$ cat config.mk
export PLATFORM = sky130hd
export DESIGN_NAME = debounce_onepulse
export DESIGN_NICKNAME = d
export VERILOG_FILES = /design/src/rtl/debounce_onepulse.sv
export SDC_FILE = /design/constraint.sdc
export NUM_CORES = 1
export LEC_CHECK = 0
export BUFFER_PORTS_ARGS = -buffer_cell sky130_fd_sc_hd__buf_2
export CORE_AREA = 2 2 39 41
export CTS_BUF_LIST = sky130_fd_sc_hd__clkbuf_4
export CTS_CLUSTER_DIAMETER = 60
export DETAILED_ROUTE_END_ITERATION = 16
export DIE_AREA = 0 0 41 43
export PLACE_DENSITY = 0.47
export SLEW_MARGIN = 20
export SYNTH_ARGS = -nofsm -noshare
export SYNTH_HDL_FRONTEND = slang
export SYNTH_SLANG_ARGS = --single-unit
export TNS_END_PERCENT = 5
$ cat constraint.sdc
create_clock -name clk -period 3.15 [get_ports clk]
set_input_delay 0.4725 -clock clk [delete_from_list [all_inputs] [get_ports clk]]
set_output_delay 0.4725 -clock clk [all_outputs]
set_load 0.01 [all_outputs]
$ cat src/rtl/debounce_onepulse.sv
// Purpose: push-button conditioner (two-flop sync, tick-sampled N-of-N filter, rising-edge strobe).
// Latency: pb_db follows a stable pb_in edge in 2+(N-1)*DIV+1 .. 2+N*DIV cycles; pulse coincides with pb_db rising.
// Backpressure: none; pulse is a one-cycle strobe the consumer must accept when it fires.
module debounce_onepulse #(
  parameter int DIV = 4,
  parameter int N   = 4
) (
  input  logic clk,
  input  logic rst,
  input  logic pb_in,
  output logic pb_db,
  output logic pulse
);

  // Prescaler must reach DIV-1; stability counter must reach N-1.
  localparam int PW = (DIV > 1) ? $clog2(DIV) : 1;
  localparam int CW = (N > 2) ? $clog2(N) : 1;
  localparam logic [PW-1:0] PS_MAX = PW'(DIV - 1);
  localparam logic [CW-1:0] ST_MAX = CW'(N - 1);

  logic          pb_meta;
  logic          pb_s;
  logic [PW-1:0] ps_cnt;
  logic          tick;
  logic [CW-1:0] st_cnt;

  // Two-flop synchronizer for the asynchronous button input.
  always_ff @(posedge clk) begin
    if (rst) begin
      pb_meta <= 1'b0;
      pb_s    <= 1'b0;
    end else begin
      pb_meta <= pb_in;
      pb_s    <= pb_meta;
    end
  end

  // Sample tick on the last count of the prescaler; with DIV=1 it is always high.
  assign tick = (ps_cnt == PS_MAX);

  // Prescaler counts 0..DIV-1 and wraps.
  always_ff @(posedge clk) begin
    if (rst) begin
      ps_cnt <= '0;
    end else if (tick) begin
      ps_cnt <= '0;
    end else begin
      ps_cnt <= ps_cnt + PW'(1);
    end
  end

  // Filter: N consecutive differing tick samples flip pb_db; a rising flip raises pulse for one cycle.
  always_ff @(posedge clk) begin
    if (rst) begin
      st_cnt <= '0;
      pb_db  <= 1'b0;
      pulse  <= 1'b0;
    end else begin
      pulse <= 1'b0;
      if (tick) begin
        if (pb_s == pb_db) begin
          st_cnt <= '0;
        end else if (st_cnt == ST_MAX) begin
          pb_db  <= ~pb_db;
          st_cnt <= '0;
          pulse  <= ~pb_db;
        end else begin
          st_cnt <= st_cnt + CW'(1);
        end
      end
    end
  end

endmodule

# After elaboration in Yosys (flattened, before gate mapping)

Cells that the tools add are included.

Input port bits: 3
Logic and storage cells: 20
Register bits: 8
Output and inout port bits: 2

Reductions and logical operators: 3
Muxes and demuxes: 2
Equality and inequality tests: 3
Add/sub/neg operators: 2
Bitwise operators: 4

Operators by type and width:

| cell                                         | number |
|---|---|
| adder 2 x 1 -> 2 bit (second input constant) | 2 |
| == test 2 bit (second input constant)        | 2 |
| 2-to-1 mux 2 bit                             | 2 |
| NOT 1 bit                                    | 4 |
| OR reduction 4 bit                           | 1 |
| AND reduction 3 bit                          | 1 |
| OR reduction 2 bit                           | 1 |
| == test 1 bit                                | 1 |

# Depth between registers and ports, before layout

Depth after elaboration: 3
Depth in mapped cells: 4
Mapped depth without buffers: 3

# Least setup slack after synthesis

OpenSTA, ideal clock, no wires.

Kind: input to register
Start: input port rst
End: register st_cnt[0]
Required time: 3.058 ns
Setup slack: 1.898 ns
Cell stages on the path: 3
Arrival: 1.160 ns
Library setup time: 0.092 ns
Buffers on the path: 1
Cells stage by stage: buf_6 -> or4b_1 -> o32ai_1

RTL lines:

| what                 | RTL line | text |
|---|---|---|
| start, declared      | 9        | `input logic rst,` |
| end signal, assigned | 68       | `st_cnt <= st_cnt + CW'(1);` |
| end, declared        | 25       | `logic [CW-1:0] st_cnt;` |

# Final worst setup path

Start: register ps_cnt[0]
End: register st_cnt[0]

Word-level cells in the longest chain between the ends: 1

Ends and longest elaborated chain:

| what                   | RTL line | text |
|---|---|---|
| start, declared        | 23       | `logic [PW-1:0] ps_cnt;` |
| start signal, assigned | 48       | `ps_cnt <= ps_cnt + PW'(1);` |
| == test 2 bit          | 39       | `assign tick = (ps_cnt == PS_MAX);` |

Every way passes these cells.
A chain may end at the register's enable or synchronous reset.

==> qor.yml <==
placement:
  port_buffers: 4
  finalWeightedCongestion: 0.637
power:
  p_leak_nw: 0.148
  ir_worst_vdd_mv: 0.164
  power_density_nw_per_um2: 544
sta:
  setup_viol: 0
  maxSlewHeadroom: 0.813
  rsz0062_at_grt: "false"
  slew_violations: 0
  worstMarginPinSlew_ps: 280
  hold_violations: 0
  skew_ps: 3.98
  period_minus_slack_ps: 1320
  max_freq_mhz: 757
  tns_ps: 0
  fin_crit_sh: 0.419
route:
  drtIter0Drc: 0
  routedWlPerCell_um: 9.61
  first_pass_iters: 1
  viasPerCell: 4.33
  num_vias: 212
  postRouteAntennaNets: 0
  wl_um: 471
  drt_drc_violations_left: 0
clock_network:
  clkSlewWorstSetupHoldPaths_ps: 60
  htreeDepth: 1
  cts_sinks: 8
  postCtsSetupBuffers: 0
  cts_hold_buf: 0
  clock-root-buffer: "clkbuf_4"
  cts_resized: 0
  clk_latency_ps: 250
  cts_made_buffers: 3
  clock_path_buffers: 2
  cts_tree: "done"
logic_synthesis:
  synth_top_cell_by_area: "dfxtp_1"
  syn_avg_cell_area_um2: 11.2
  syn_area_um2: 313
  ys_ff_latch: 8
  syn_nets: 33
  synth_cells: 28
  ys_types: 19
  yosysSeqAreaShare: 0.512
  synthTopCellsByArea: "dfxtp_1, ha_1, and2b_1"
  synth_warnings: 0
  yosysTopAreaCellShare: 0.512
finish:
  drive_gt1_frac: 0.273
  num-nets-final: 40
  utilization: 0.259
  syn_to_final_growth_pct: 14.8
  diodes: 0
floorplan:
  ios: 5
  core-area_um2: 1380
  die_width_um: 41
  die_h_um: 43
  initial_core_util: 0.226
  rows: 14
  die-area_um2: 1760
critical_path:
  crit_path_end_kind: "register"
  crit_fanout: 9
  worstSetupPathType: "register to register"
  start_kind: "register"
  worstPathArrival_ps: 1480
  critPathRequiredTime_ps: 3310
job:
  drv_cap: 0
global_route:
  grt-ovfl-total: 0
  antenna_found_initial: 0
  track_usage: 0.0684
  grt_pass1_vias: 205
  grt_max_degree: 11
  grt_pass1_wl_um: 772
worst_hold_path:
  hp-class: "register to register"
outcome:
  status: "complete, no violations"
cell usage in the layout (no fill, tap or decap):
master and instances:
xnor2_1 1, nand4b_1 1, nor2_1 1, o32ai_1 1, clkbuf_4 3, inv_1 1
and2b_1 2, or3b_2 1, nand2_1 1, nand3_1 1, or4b_1 1, ha_1 2
a21bo_2 1, o31ai_1 1, nor3b_1 1, buf_2 4, dfxtp_1 8, nor3_1 1
a21oi_1 1
flip-flops by register name (all words and copies together) (netlist names):
| signal | flops |
|---|---|
| ps_cnt | 2 |
| st_cnt | 2 |
| pb_s | 1 |
| pulse | 1 |
| pb_db | 1 |
| pb_meta | 1 |
stage by stage:
| step | hold WS [ps] | worst slack, ps | area [µm²] | total power (W) | instances |
|---|---|---|---|---|---|
| 6_report | 428 | 1830 | 359 | 0.000195 | 49 |
| 5_1_grt | 440 | 1770 | 359 | 0.000205 | 49 |
| 4_1_cts | 427 | 1820 | 359 | 0.000199 | 49 |
| 3_5_place_dp | 424 | 1800 | 337 | 0.000122 | 46 |
| 3_3_place_gp | 418 | 1830 | 337 | 0.000121 | 46 |
| 2_1_floorplan | 402 | 1900 | 313 | 0.000120 | 28 |
area by class of cell:
type	count	area [µm²]
inverter	1	3.75
sequential	8	160
tap	16	20.0
timing repair buffer	4	20.0
clock buffer	3	22.5
fill	144	1020
multi-input combinational	17	133
critical path: stages (launching register included):
cell	delay, ps
dfxtp_1	330
ha_1	320
or4b_1	470
o32ai_1	120
cell usage after synthesis:
| cell | n |
|---|---|
| a21bo_2 | 1 |
| a21oi_1 | 1 |
| and2b_1 | 2 |
| buf_2 | 1 |
| buf_6 | 1 |
| dfxtp_1 | 8 |
| ha_1 | 2 |
| inv_1 | 1 |
| nand2_1 | 1 |
| nand3_1 | 1 |
| nand4b_1 | 1 |
| nor2_1 | 1 |
| nor3_1 | 1 |
| nor3b_1 | 1 |
| o31ai_1 | 1 |
| o32ai_1 | 1 |
| or3b_2 | 1 |
| or4b_1 | 1 |
| xnor2_1 | 1 |
per-layer routing:
layer | vias to the layer above | track usage | share of wire
met4 | 0 | 0.0800 | 0
met1 | 96 | 0.0712 | 0.46
met5 | - | 0 | 0
met2 | 4 | 0.0969 | 0.51
met3 | 0 | 0.0157 | 0.023
li1 | 112 | - | -
logic make-up after synthesis:
logic type,count (synthesis),synth area share
AOI/OAI and AO/OA,4,0.100
xor gates and xnor gates,1,0.0280
adders and majority gates,2,0.0800
buffers and inverters,3,0.0640
DFF,8,0.512
and+or+nand+nor,10,0.216
power breakdown:
part	switching, W	leakage [nW]	total, W	internal (W)
sequential	0.00000207	0.0654	0.000108	0.000106
clock	0.0000329	0.0138	0.0000764	0.0000435
combinational	0.00000538	0.0690	0.0000109	0.00000555
total	0.0000404	0.148	0.000195	0.000155
path summary, 6_finish.rpt:
path | depth (start not counted) | to | slack [ps] | from
hold reg to reg | 1 | ps_cnt[0]$_SDFF_PP0_ | 430 | ps_cnt[0]$_SDFF_PP0_
setup reg to reg | 3 | st_cnt[0]$_SDFFE_PP0N_ | 1830 | ps_cnt[0]$_SDFF_PP0_
setup / recovery | 3 | st_cnt[0]$_SDFFE_PP0N_ | 1830 | ps_cnt[0]$_SDFF_PP0_
hold / removal | 1 | ps_cnt[0]$_SDFF_PP0_ | 430 | ps_cnt[0]$_SDFF_PP0_
Note: power is estimated with default switching activity, not from simulation.
